## src/rtl/dco_ctrl_pkg.sv

```systemverilog
// dco_ctrl_pkg: shared types and constants for the DCO frequency sequencer.
//   - dco_state_e  : sequencer states
//   - DCO_CODE_W   : width of the {FREQ_SEL, CC_SEL} code
//   - CODE_SLOWEST : code the DCO is parked at while off / waking
//   - FC_W, DIV_W  : fine-cap and divider field widths
//   - step_toward(): one saturating code step toward a target
package dco_ctrl_pkg;

    localparam int DCO_CODE_W = 8;
    localparam int FC_W       = 6;
    localparam int DIV_W      = 3;

    localparam logic [DCO_CODE_W-1:0] CODE_SLOWEST = 8'hFF;

    typedef enum logic [2:0] {
        ST_OFF,
        ST_WAKE,
        ST_RAMP,
        ST_SETTLE,
        ST_ON,
        ST_PARK
    } dco_state_e;

    // One step toward tgt; never overshoots and never wraps past 0 / 255.
    function automatic logic [DCO_CODE_W-1:0] step_toward(
        input logic [DCO_CODE_W-1:0] cur,
        input logic [DCO_CODE_W-1:0] tgt
    );
        logic [DCO_CODE_W-1:0] nxt;
        nxt = cur;
        if ((tgt < cur) && (cur != '0)) begin
            nxt = cur - DCO_CODE_W'(1);
        end else if ((tgt > cur) && (cur != CODE_SLOWEST)) begin
            nxt = cur + DCO_CODE_W'(1);
        end
        return nxt;
    endfunction

endpackage

```

## src/rtl/dco_ctrl_timer.sv

```systemverilog
// dco_ctrl_timer: loadable down-counter shared by all timed sequencer states.
//   clk, rst_n : clock, asynchronous active-low reset
//   load       : load load_val this cycle (wins over counting)
//   load_val   : number of cycles until the next state change
//   expire     : high for the last cycle of the loaded interval, so the
//                owner changes state on the edge that ends the interval
module dco_ctrl_timer #(
    parameter int W = 7
) (
    input  logic         clk,
    input  logic         rst_n,
    input  logic         load,
    input  logic [W-1:0] load_val,
    output logic         expire
);

    logic [W-1:0] cnt_q, cnt_d;

    always_comb begin
        cnt_d = cnt_q;
        if (load) begin
            cnt_d = load_val;
        end else if (cnt_q != '0) begin
            cnt_d = cnt_q - W'(1);
        end
    end

    always_ff @(posedge clk or negedge rst_n) begin
        if (!rst_n) begin
            cnt_q <= '0;
        end else begin
            cnt_q <= cnt_d;
        end
    end

    // Counter rests at 0 once expired, so this is a single-cycle pulse.
    assign expire = (cnt_q == W'(1));

endmodule

```

## src/rtl/dco_freq_ctrl.sv

```systemverilog
// dco_freq_ctrl: DCO wake / ramp / settle / park sequencer.
//   CLK, RSTN           : reference clock, asynchronous active-low reset
//   REQ_VALID/REQ_READY : request handshake; READY only when idle (OFF/ON)
//   REQ_EN, REQ_CODE    : DCO on at target code, or DCO off
//   REQ_FC, REQ_DIV     : fine-cap / divider, forwarded to the DCO pins
//   DCO_*               : DCO macro control pins (all registered)
//   BUSY                : sequencing in progress
//   DONE                : one-cycle pulse when a request completes
// An accepted request is latched on the acceptance edge and acted on one
// edge later, so every visible effect starts at cycle 1.
module dco_freq_ctrl
    import dco_ctrl_pkg::*;
#(
    parameter int STEP_CYCLES   = 16,
    parameter int SETTLE_CYCLES = 64
) (
    input  logic                  CLK,
    input  logic                  RSTN,
    input  logic                  REQ_VALID,
    output logic                  REQ_READY,
    input  logic                  REQ_EN,
    input  logic [DCO_CODE_W-1:0] REQ_CODE,
    input  logic [FC_W-1:0]       REQ_FC,
    input  logic [DIV_W-1:0]      REQ_DIV,
    output logic                  DCO_EN,
    output logic [1:0]            DCO_FREQ_SEL,
    output logic [5:0]            DCO_CC_SEL,
    output logic [FC_W-1:0]       DCO_FC_SEL,
    output logic [DIV_W-1:0]      DCO_DIV_SEL,
    output logic                  DCO_CLK_SEL,
    output logic                  BUSY,
    output logic                  DONE
);

    localparam int TMR_MAX = (STEP_CYCLES > SETTLE_CYCLES) ? STEP_CYCLES : SETTLE_CYCLES;
    localparam int TMR_W   = $clog2(TMR_MAX + 1);

    localparam logic [TMR_W-1:0] STEP_LD   = TMR_W'(STEP_CYCLES);
    localparam logic [TMR_W-1:0] SETTLE_LD = TMR_W'(SETTLE_CYCLES);

    dco_state_e            state_q, state_d;
    logic [DCO_CODE_W-1:0] code_q, code_d;
    logic [DCO_CODE_W-1:0] tgt_q, tgt_d;
    logic                  req_en_q, req_en_d;
    logic [FC_W-1:0]       req_fc_q, req_fc_d;
    logic [DIV_W-1:0]      req_div_q, req_div_d;
    logic                  pend_q, pend_d;
    logic                  dco_en_q, dco_en_d;
    logic                  clk_sel_q, clk_sel_d;
    logic [FC_W-1:0]       fc_q, fc_d;
    logic [DIV_W-1:0]      div_q, div_d;
    logic                  done_q, done_d;
    logic                  busy_q, busy_d;

    logic                  accept;
    logic                  tmr_load;
    logic [TMR_W-1:0]      tmr_val;
    logic                  tmr_expire;
    logic [DCO_CODE_W-1:0] code_step;

    dco_ctrl_timer #(
        .W (TMR_W)
    ) u_timer (
        .clk      (CLK),
        .rst_n    (RSTN),
        .load     (tmr_load),
        .load_val (tmr_val),
        .expire   (tmr_expire)
    );

    // Ready stays low while a latched request is pending and during the
    // DONE cycle, so a request presented alongside DONE is not taken.
    assign REQ_READY = ((state_q == ST_OFF) || (state_q == ST_ON)) && !pend_q && !done_q;
    assign accept    = REQ_VALID && REQ_READY;
    assign code_step = step_toward(code_q, tgt_q);

    always_comb begin
        state_d   = state_q;
        code_d    = code_q;
        tgt_d     = tgt_q;
        req_en_d  = req_en_q;
        req_fc_d  = req_fc_q;
        req_div_d = req_div_q;
        pend_d    = accept;
        dco_en_d  = dco_en_q;
        clk_sel_d = clk_sel_q;
        fc_d      = fc_q;
        div_d     = div_q;
        done_d    = 1'b0;
        tmr_load  = 1'b0;
        tmr_val   = STEP_LD;

        if (accept) begin
            tgt_d     = REQ_CODE;
            req_en_d  = REQ_EN;
            req_fc_d  = REQ_FC;
            req_div_d = REQ_DIV;
        end

        case (state_q)
            ST_OFF: begin
                if (pend_q) begin
                    fc_d  = req_fc_q;
                    div_d = req_div_q;
                    if (req_en_q) begin
                        state_d  = ST_WAKE;
                        dco_en_d = 1'b1;
                        code_d   = CODE_SLOWEST;
                        tmr_load = 1'b1;
                        tmr_val  = SETTLE_LD;
                    end else begin
                        done_d = 1'b1;
                    end
                end
            end
            ST_WAKE: begin
                if (tmr_expire) begin
                    tmr_load = 1'b1;
                    if (code_q == tgt_q) begin
                        state_d = ST_SETTLE;
                        tmr_val = SETTLE_LD;
                    end else begin
                        state_d = ST_RAMP;
                        tmr_val = STEP_LD;
                    end
                end
            end
            ST_RAMP: begin
                if (tmr_expire) begin
                    code_d   = code_step;
                    tmr_load = 1'b1;
                    // Leave on the same edge the final step lands.
                    if (code_step == tgt_q) begin
                        state_d = ST_SETTLE;
                        tmr_val = SETTLE_LD;
                    end else begin
                        tmr_val = STEP_LD;
                    end
                end
            end
            ST_SETTLE: begin
                if (tmr_expire) begin
                    state_d   = ST_ON;
                    clk_sel_d = 1'b0;
                    done_d    = 1'b1;
                end
            end
            ST_ON: begin
                if (pend_q) begin
                    fc_d  = req_fc_q;
                    div_d = req_div_q;
                    if (!req_en_q) begin
                        state_d   = ST_PARK;
                        clk_sel_d = 1'b1;
                        tmr_load  = 1'b1;
                        tmr_val   = SETTLE_LD;
                    end else if (tgt_q == code_q) begin
                        done_d = 1'b1;
                    end else begin
                        // DCO clock stays selected through an in-band ramp.
                        state_d  = ST_RAMP;
                        tmr_load = 1'b1;
                        tmr_val  = STEP_LD;
                    end
                end
            end
            ST_PARK: begin
                if (tmr_expire) begin
                    state_d  = ST_OFF;
                    dco_en_d = 1'b0;
                    code_d   = CODE_SLOWEST;
                    done_d   = 1'b1;
                end
            end
            default: begin
                state_d = ST_OFF;
            end
        endcase

        busy_d = !((state_d == ST_OFF) || (state_d == ST_ON));
    end

    always_ff @(posedge CLK or negedge RSTN) begin
        if (!RSTN) begin
            state_q   <= ST_OFF;
            code_q    <= CODE_SLOWEST;
            tgt_q     <= CODE_SLOWEST;
            req_en_q  <= 1'b0;
            req_fc_q  <= '0;
            req_div_q <= '0;
            pend_q    <= 1'b0;
            dco_en_q  <= 1'b0;
            clk_sel_q <= 1'b1;
            fc_q      <= '0;
            div_q     <= '0;
            done_q    <= 1'b0;
            busy_q    <= 1'b0;
        end else begin
            state_q   <= state_d;
            code_q    <= code_d;
            tgt_q     <= tgt_d;
            req_en_q  <= req_en_d;
            req_fc_q  <= req_fc_d;
            req_div_q <= req_div_d;
            pend_q    <= pend_d;
            dco_en_q  <= dco_en_d;
            clk_sel_q <= clk_sel_d;
            fc_q      <= fc_d;
            div_q     <= div_d;
            done_q    <= done_d;
            busy_q    <= busy_d;
        end
    end

    assign DCO_EN       = dco_en_q;
    assign DCO_FREQ_SEL = code_q[7:6];
    assign DCO_CC_SEL   = code_q[5:0];
    assign DCO_FC_SEL   = fc_q;
    assign DCO_DIV_SEL  = div_q;
    assign DCO_CLK_SEL  = clk_sel_q;
    assign BUSY         = busy_q;
    assign DONE         = done_q;

endmodule

```

## config.mk

```make
export PLATFORM = sky130hd
export DESIGN_NAME = dco_freq_ctrl
export DESIGN_NICKNAME = d
export VERILOG_FILES = /design/src/rtl/dco_ctrl_pkg.sv /design/src/rtl/dco_ctrl_timer.sv /design/src/rtl/dco_freq_ctrl.sv
export SDC_FILE = /design/constraint.sdc
export NUM_CORES = 1
export LEC_CHECK = 0
export BUFFER_PORTS_ARGS = -buffer_cell sky130_fd_sc_hd__buf_4
export CAP_MARGIN = 15
export CORE_ASPECT_RATIO = 2
export CORE_MARGIN = 10
export CORE_UTILIZATION = 30
export DETAILED_ROUTE_END_ITERATION = 16
export HOLD_SLACK_MARGIN = 0.06
export PLACE_DENSITY_LB_ADDON = 0.2
export SLEW_MARGIN = 20
export SYNTH_ARGS = -nofsm -noshare
export SYNTH_HDL_FRONTEND = slang
export SYNTH_SLANG_ARGS = --single-unit
```

## constraint.sdc

```tcl
create_clock -name CLK -period 3.2 [get_ports CLK]
set_input_delay 0.32 -clock CLK [delete_from_list [all_inputs] [get_ports CLK]]
set_output_delay 0.32 -clock CLK [all_outputs]
set_load 0.02 [all_outputs]
```

# Word level (Yosys, flattened, before mapping)
# Cells that the tools add are included.
# classes
eq_ne,18
n_lt_le_gt_ge,2
mux,50
n_reduce_logical,25
add_sub_neg,3
# op_table
cell,n
$mux W7,10
$mux W8,6
$mux W3,10
$pmux W7 S4,1
$eq A8 B8 Y1,3
$pmux W8 S3,1
$pmux W3 S6,1
$mux W1,17
$ne A2 B2 Y1 const B,7
$eq A3 B3 Y1 const B,3
$add A8 B1 Y8 const B,1
$gt A8 B8 Y1,1
$lt A8 B8 Y1,1
$ne A8 B8 Y1 const B,1
$reduce_and A4 Y1,2
$reduce_bool A8 Y1,1
$sub A8 B1 Y8 const B,1
$eq A7 B1 Y1 const B,1
$reduce_bool A7 Y1,1
$sub A7 B1 Y7 const B,1
$eq A3 B2 Y1 const B,2
$logic_not A3 Y1,2
$pmux W1 S3,2
$reduce_bool A2 Y1,3
other kinds (9),19
# word_totals
inputBits,21
register_bits,50
output_inout_bits,22

# Longest topological paths before layout
# depth
word_depth,11
depth_mapped,12

# Modules after synthesis
# From an unflattened synthesis, not the netlist that was laid out.
# unflattened
cells_unflattened,342
hier_area_um2,3203.1
# by_module_without_submodules
module,instances,area_per_inst_um2,seq_area_each_um2,cells_each
dco_freq_ctrl,1,2748.9,1097.3,291
dco_ctrl_timer,1,454.2,175.2,51

# Worst setup path after synthesis
# OpenSTA, ideal clock, no wires.
# synth_timing
path_type,register to register
start,register code_q[7]
end,register u_timer.cnt_q[4]
synth_period_minus_slack_ps,2781
setup_slack_ps,419
t_arrival_ps,2660
stages_incl_launch_ff,13
cell_sequence,dfstp_2 > buf_2 > inv_2 > ha_1 > nand4_2 > or2_1 > buf_2 > and3_4 > and2_1 > mux2i_1 > a32oi_1 > o2111ai_2 > a21boi_1
# synth_between
elab_chain_cells,9
elab_cells_between_ends,24
cone_classes,add/sub: 2; order compare: 2; eq/ne: 4; mux: 12; reduce/logical: 4
# synth_lines
item,line,source
start: declaration,dco_freq_ctrl.sv:42,"logic [DCO_CODE_W-1:0] code_q, code_d;"
start signal: assignment,dco_freq_ctrl.sv:200,code_q <= code_d;
$gt A8 B8 Y1 / $ne A8 B8 Y1 (equally long branches),dco_ctrl_pkg.sv:33,end else if ((tgt > cur) && (cur != CODE_SLOWEST)) begin
$logic_and A1 B1 Y1,dco_ctrl_pkg.sv:33,
$mux W8,dco_ctrl_pkg.sv:33,
$mux W8,dco_ctrl_pkg.sv:31,if ((tgt < cur) && (cur != '0)) begin
$eq A8 B8 Y1,dco_freq_ctrl.sv:133,if (code_step == tgt_q) begin
$mux W7,dco_freq_ctrl.sv:133,
$mux W7,dco_freq_ctrl.sv:129,if (tmr_expire) begin
$pmux W7 S4,dco_freq_ctrl.sv:100,case (state_q)
$mux W7,dco_ctrl_timer.sv:21,if (load) begin
end signal: assignment,dco_ctrl_timer.sv:32,cnt_q <= cnt_d;
end: declaration,dco_ctrl_timer.sv:17,"logic [W-1:0] cnt_q, cnt_d;"
# Several ways; a longest one is shown, not always the timed one.
# A chain may end at the register's enable or synchronous reset.

# Worst setup path after layout
# layout_timing
start,register code_q[5]
end,register u_timer.cnt_q[4]
# Same word-level chain as after synthesis.

==> out/summary.md <==
In the global route stage, overall resource usage came out at 15.73%. The run gives 55 as the number of placement rows. The internal portion of the total power is 0.002391 W.

Across all layers, the routed design uses 3239 vias. Routed length per instance: 21.92 um. The post-synthesis async set-or-reset flop share was 100.0%; the total buffers and inverters traversed by the critical path was 1. For this run, the leading register cell type out of synthesis is dfrtp_1.

The final weighted congestion in routability-driven placement came out at 1.058. Root buffer cell: clkbuf_16. The largest net degree at the start of global routing was 51; the maximum ir drop on the vdd rail was 0.5294 mV.

For the number of global-route vias before repair, the log shows 3393. The final critical path takes up 94.23% of the cycle. Final hold analysis gives a worst-case slack of 0.04499 ns.

The design draws 0.004550 W. The floorplan step set the die height to 171.9 um. The number of sinks on the clock net was 50. Summing every instance area after synthesis gives 3461 um^2. The detailed router finished its first iteration with 163 violations. The die covers 16490 um^2.

Total number of nets in the final design: 458. For the count of antenna-violating nets left after detailed routing, the log shows 0. The floorplan die width works out to 95.95 um. The cell type group with the largest total delay on the critical path is compound AO/OA/AOI/OAI gates. The top cell types in the final layout, fill and taps aside, are buf_4, dfrtp_1, nand2_1, nor2_1, mux2_2. The tools report the kind of end point of the critical path as a flop. The tool flagged a number of max-cap violations equal to 0. The run gives 0 as the number of buffers added to fix hold violations after cts. The area growth from synthesis to layout is 20.43%. The slew at the pin closest to its max-slew limit was 0.7436 ns; the power density relative to cell area was 1092 nW/um^2. Sequential elements use 36.77% of the synthesized area. Of the cells placed in the final design, the portion with a size suffix greater than 1 is 33.41%.

The run finished with clean final reports. The clock tree synthesis step divided the H-tree into 2 levels. By startpoint and endpoint, the worst setup path is classified as reg -> reg. The detailed-router iteration count before antenna repair is 4. The path category of the worst min-delay check was in -> async.

Headroom to the max-slew limit came out at 50.31%. After clock tree synthesis, the clock-pin slew on the worst setup and hold paths is 0.07 ns. The number of synthesized flops with an enable pin came out at 0.

The library cell used most frequently in the layout, excluding fill and tap cells, is buf_4. The Yosys step of the flow raised 0 warnings. The run gives 0 as the number of antenna violations at the first check in global routing.

Sequential cells burn 28.6% of the power. The share of total power consumed by net switching is 47.46%. The maximum clock insertion buffer count is 2. The first global-routing pass estimated 19390 um of wire. The logs give 0 for the final max-slew violation count and 36.93% for the end-of-flow core utilization. The number of fillers in the final layout is 1187. For this design the static power due to leakage is 1.724 nW. For this run the aggregate overflow at the end of global routing stands at 0.

For this design, the slowest cell found on the critical path is dfstp_2. Setup repair after global routing left no endpoint under its margin. The run gives 0.004303 ns as the clock skew. The cell count after synthesis came out at 371.

The arrival time at the worst endpoint is 3.21 ns. For the worst-skew pair, the clock arrives at the later sink with an insertion delay of 0.30 ns. The netlist uses 76 different library cells. The total routed wirelength is 12430 um. The number of inserted diodes was 0; the post-route DRC violation count was 0. Walking the worst path, the cells encountered are inv_1, ha_1, a21oi_2, o21a_2, nand2_1, or4_1, o211ai_1, xnor2_1, o2111ai_2, a21boi_1.

The share of total power dissipated in combinational logic is 59.2%. The number of nets in the synthesized netlist is 405. Clock tree synthesis inserted a total of 5 buffers. The shortest clock period the worst path allows after layout is 3.015 ns, and the number of cells upsized or downsized after cts is 0. The logs give 0.3316 GHz for the highest clock rate and 1272 um^2 for the flip-flop and latch area. The number of buffers inserted by post-CTS setup repair is 0, and the number of synthesized register bits is 50. The core region area was 11290 um^2. TritonCTS built the clock tree.

The net switching component of the power is 0.002160 W. Routed via count divided by cell count: 5.713. The tools report the count of endpoints failing setup in the final report as 0.

Setup total negative slack on the finished layout was measured at 0 ns. The number of I/O pins is 43, and the initial standard-cell utilization of the core is 30.67%. Dividing the synthesized area by the synthesized cell count gives 9.328 um^2. The tools report the area of combinational cells with multiple inputs as 2018 um^2. The critical path's largest stage delay works out to 0.53 ns.

STA classifies the critical path startpoint as a flop. The final number of hold-violating endpoints is 0, and the largest driver fanout on the critical path is 9. Once detailed placement completed, the half-perimeter wirelength came to 9901 um. For the required arrival time at the worst endpoint, the log shows 3.39 ns. In this run the tool buffered the top-level ports with 42 buffer cells. In this run, the clock network consumes 12.2% of the power.
worst register-to-register path, delay by kind of cell, from the launching register on:
kind | cells | cell delay [ns]
and+or+nand+nor | 2 | 0.71
adders and majority gates | 1 | 0.37
xor gates and xnor gates | 1 | 0.18
buffers and inverters | 1 | 0.14
DFF | 1 | 0.53
AOI/OAI and AO/OA | 5 | 0.97
Yosys cell counts, drive strengths merged, types with 2 or more instances:
library cell / instances / share of area, %
xor2: 6 / 1.5
nor4: 5 / 1.5
nand4: 10 / 2.0
or3: 3 / 0.54
xnor2: 6 / 1.5
inv: 16 / 1.8
or4: 2 / 0.43
dfstp: 17 / 13
a31oi: 9 / 1.6
a32oi: 5 / 1.3
o31ai: 2 / 0.43
o22ai: 6 / 1.1
a22oi: 4 / 0.87
and2: 4 / 0.80
dfrtp: 33 / 24
a2111oi: 2 / 0.51
a21o: 4 / 0.87
clkbuf: 7 / 0.76
buf: 12 / 2.3
mux2: 25 / 8.1
o21ai: 15 / 2.2
nand2b: 5 / 0.90
ha: 13 / 4.7
and3: 6 / 1.2
nor2b: 5 / 0.90
o32ai: 2 / 0.51
or2: 3 / 0.54
nor3b: 3 / 0.65
nand3: 14 / 2.4
o22a: 2 / 0.51
a21oi: 22 / 3.5
mux2i: 2 / 0.58
o211ai: 6 / 1.4
nand2: 33 / 3.7
nor3: 10 / 1.9
nor2: 28 / 3.2
nor4b: 2 / 0.51
nand3b: 2 / 0.43
power by group through the flow:
stage	clock, W	combinational (W)	sequential (W)
global placement	0	0.00270	0.00130
finish	0.000554	0.00269	0.00130
CTS	0.000570	0.00270	0.00130
global route	0.000594	0.00293	0.00136
floorplan	0	0.00172	0.00132
detailed placement	0	0.00269	0.00131
cell type report:
type                            instances  area share, %
Tap cell                              142          4.263
Multi-Input combinational cell        286          48.42
Clock buffer                            5          3.002
Inverter                               16          1.501
Clock inverter                          3         0.5704
Sequential cell                        50          30.53
Timing Repair Buffer                   65          11.71
registers in the layout, summed over array words and instances (netlist names), 3 cells and up:
signal	cells
tgt_q	8
DCO_DIV_SEL	3
code_q	8
state_q	3
u_timer.cnt_q	7
req_div_q	3
req_fc_q	6
DCO_FC_SEL	6
worst paths after layout:
check	startpoint	to	slack, ns	cells after the start
worst min-delay path	RSTN	u_timer.cnt_q[5]	0.04	1
worst min register to register	DCO_CLK_SEL	DCO_CLK_SEL	0.48	2
max in group asynchronous	RSTN	DCO_FC_SEL[5]	2.72	1
worst max register to register	code_q[5]	u_timer.cnt_q[4]	0.18	10
worst max-delay path	code_q[5]	u_timer.cnt_q[4]	0.18	10
min in group CLK	REQ_CODE[0]	tgt_q[0]	0.23	3
through the flow:
stage                     setup WS (ns)  area, um^2  cells
after global routing            0.05869        4168    567
final                            0.1847        4168    567
after CTS                        0.1652        4168    567
after global placement           0.1822        4019    559
after detailed placement         0.1726        4019    559
after floorplan                  0.4193        3461    371
kinds of logic (layout without fill, tap and decap cells):
| kind of cell | after synthesis | in the layout | synth area share [%] |
|---|---|---|---|
| mux | 27 | 27 | 8.713 |
| xor+xnor | 12 | 12 | 3.037 |
| fa+ha+maj | 14 | 14 | 4.989 |
| flops | 50 | 50 | 36.77 |
| simple gates | 137 | 137 | 22.13 |
| buf+inv | 35 | 89 | 4.917 |
| compound gates | 96 | 96 | 19.45 |
routing by layer:
layer	vias up	wire length [um]	track usage, %
met4	0	966	11.48
li1	1492	-	-
met5	-	0	0
met2	107	7075	29.81
met3	55	421	2.649
met1	1585	3967	14.08
Power figures use the tool's default switching activity.
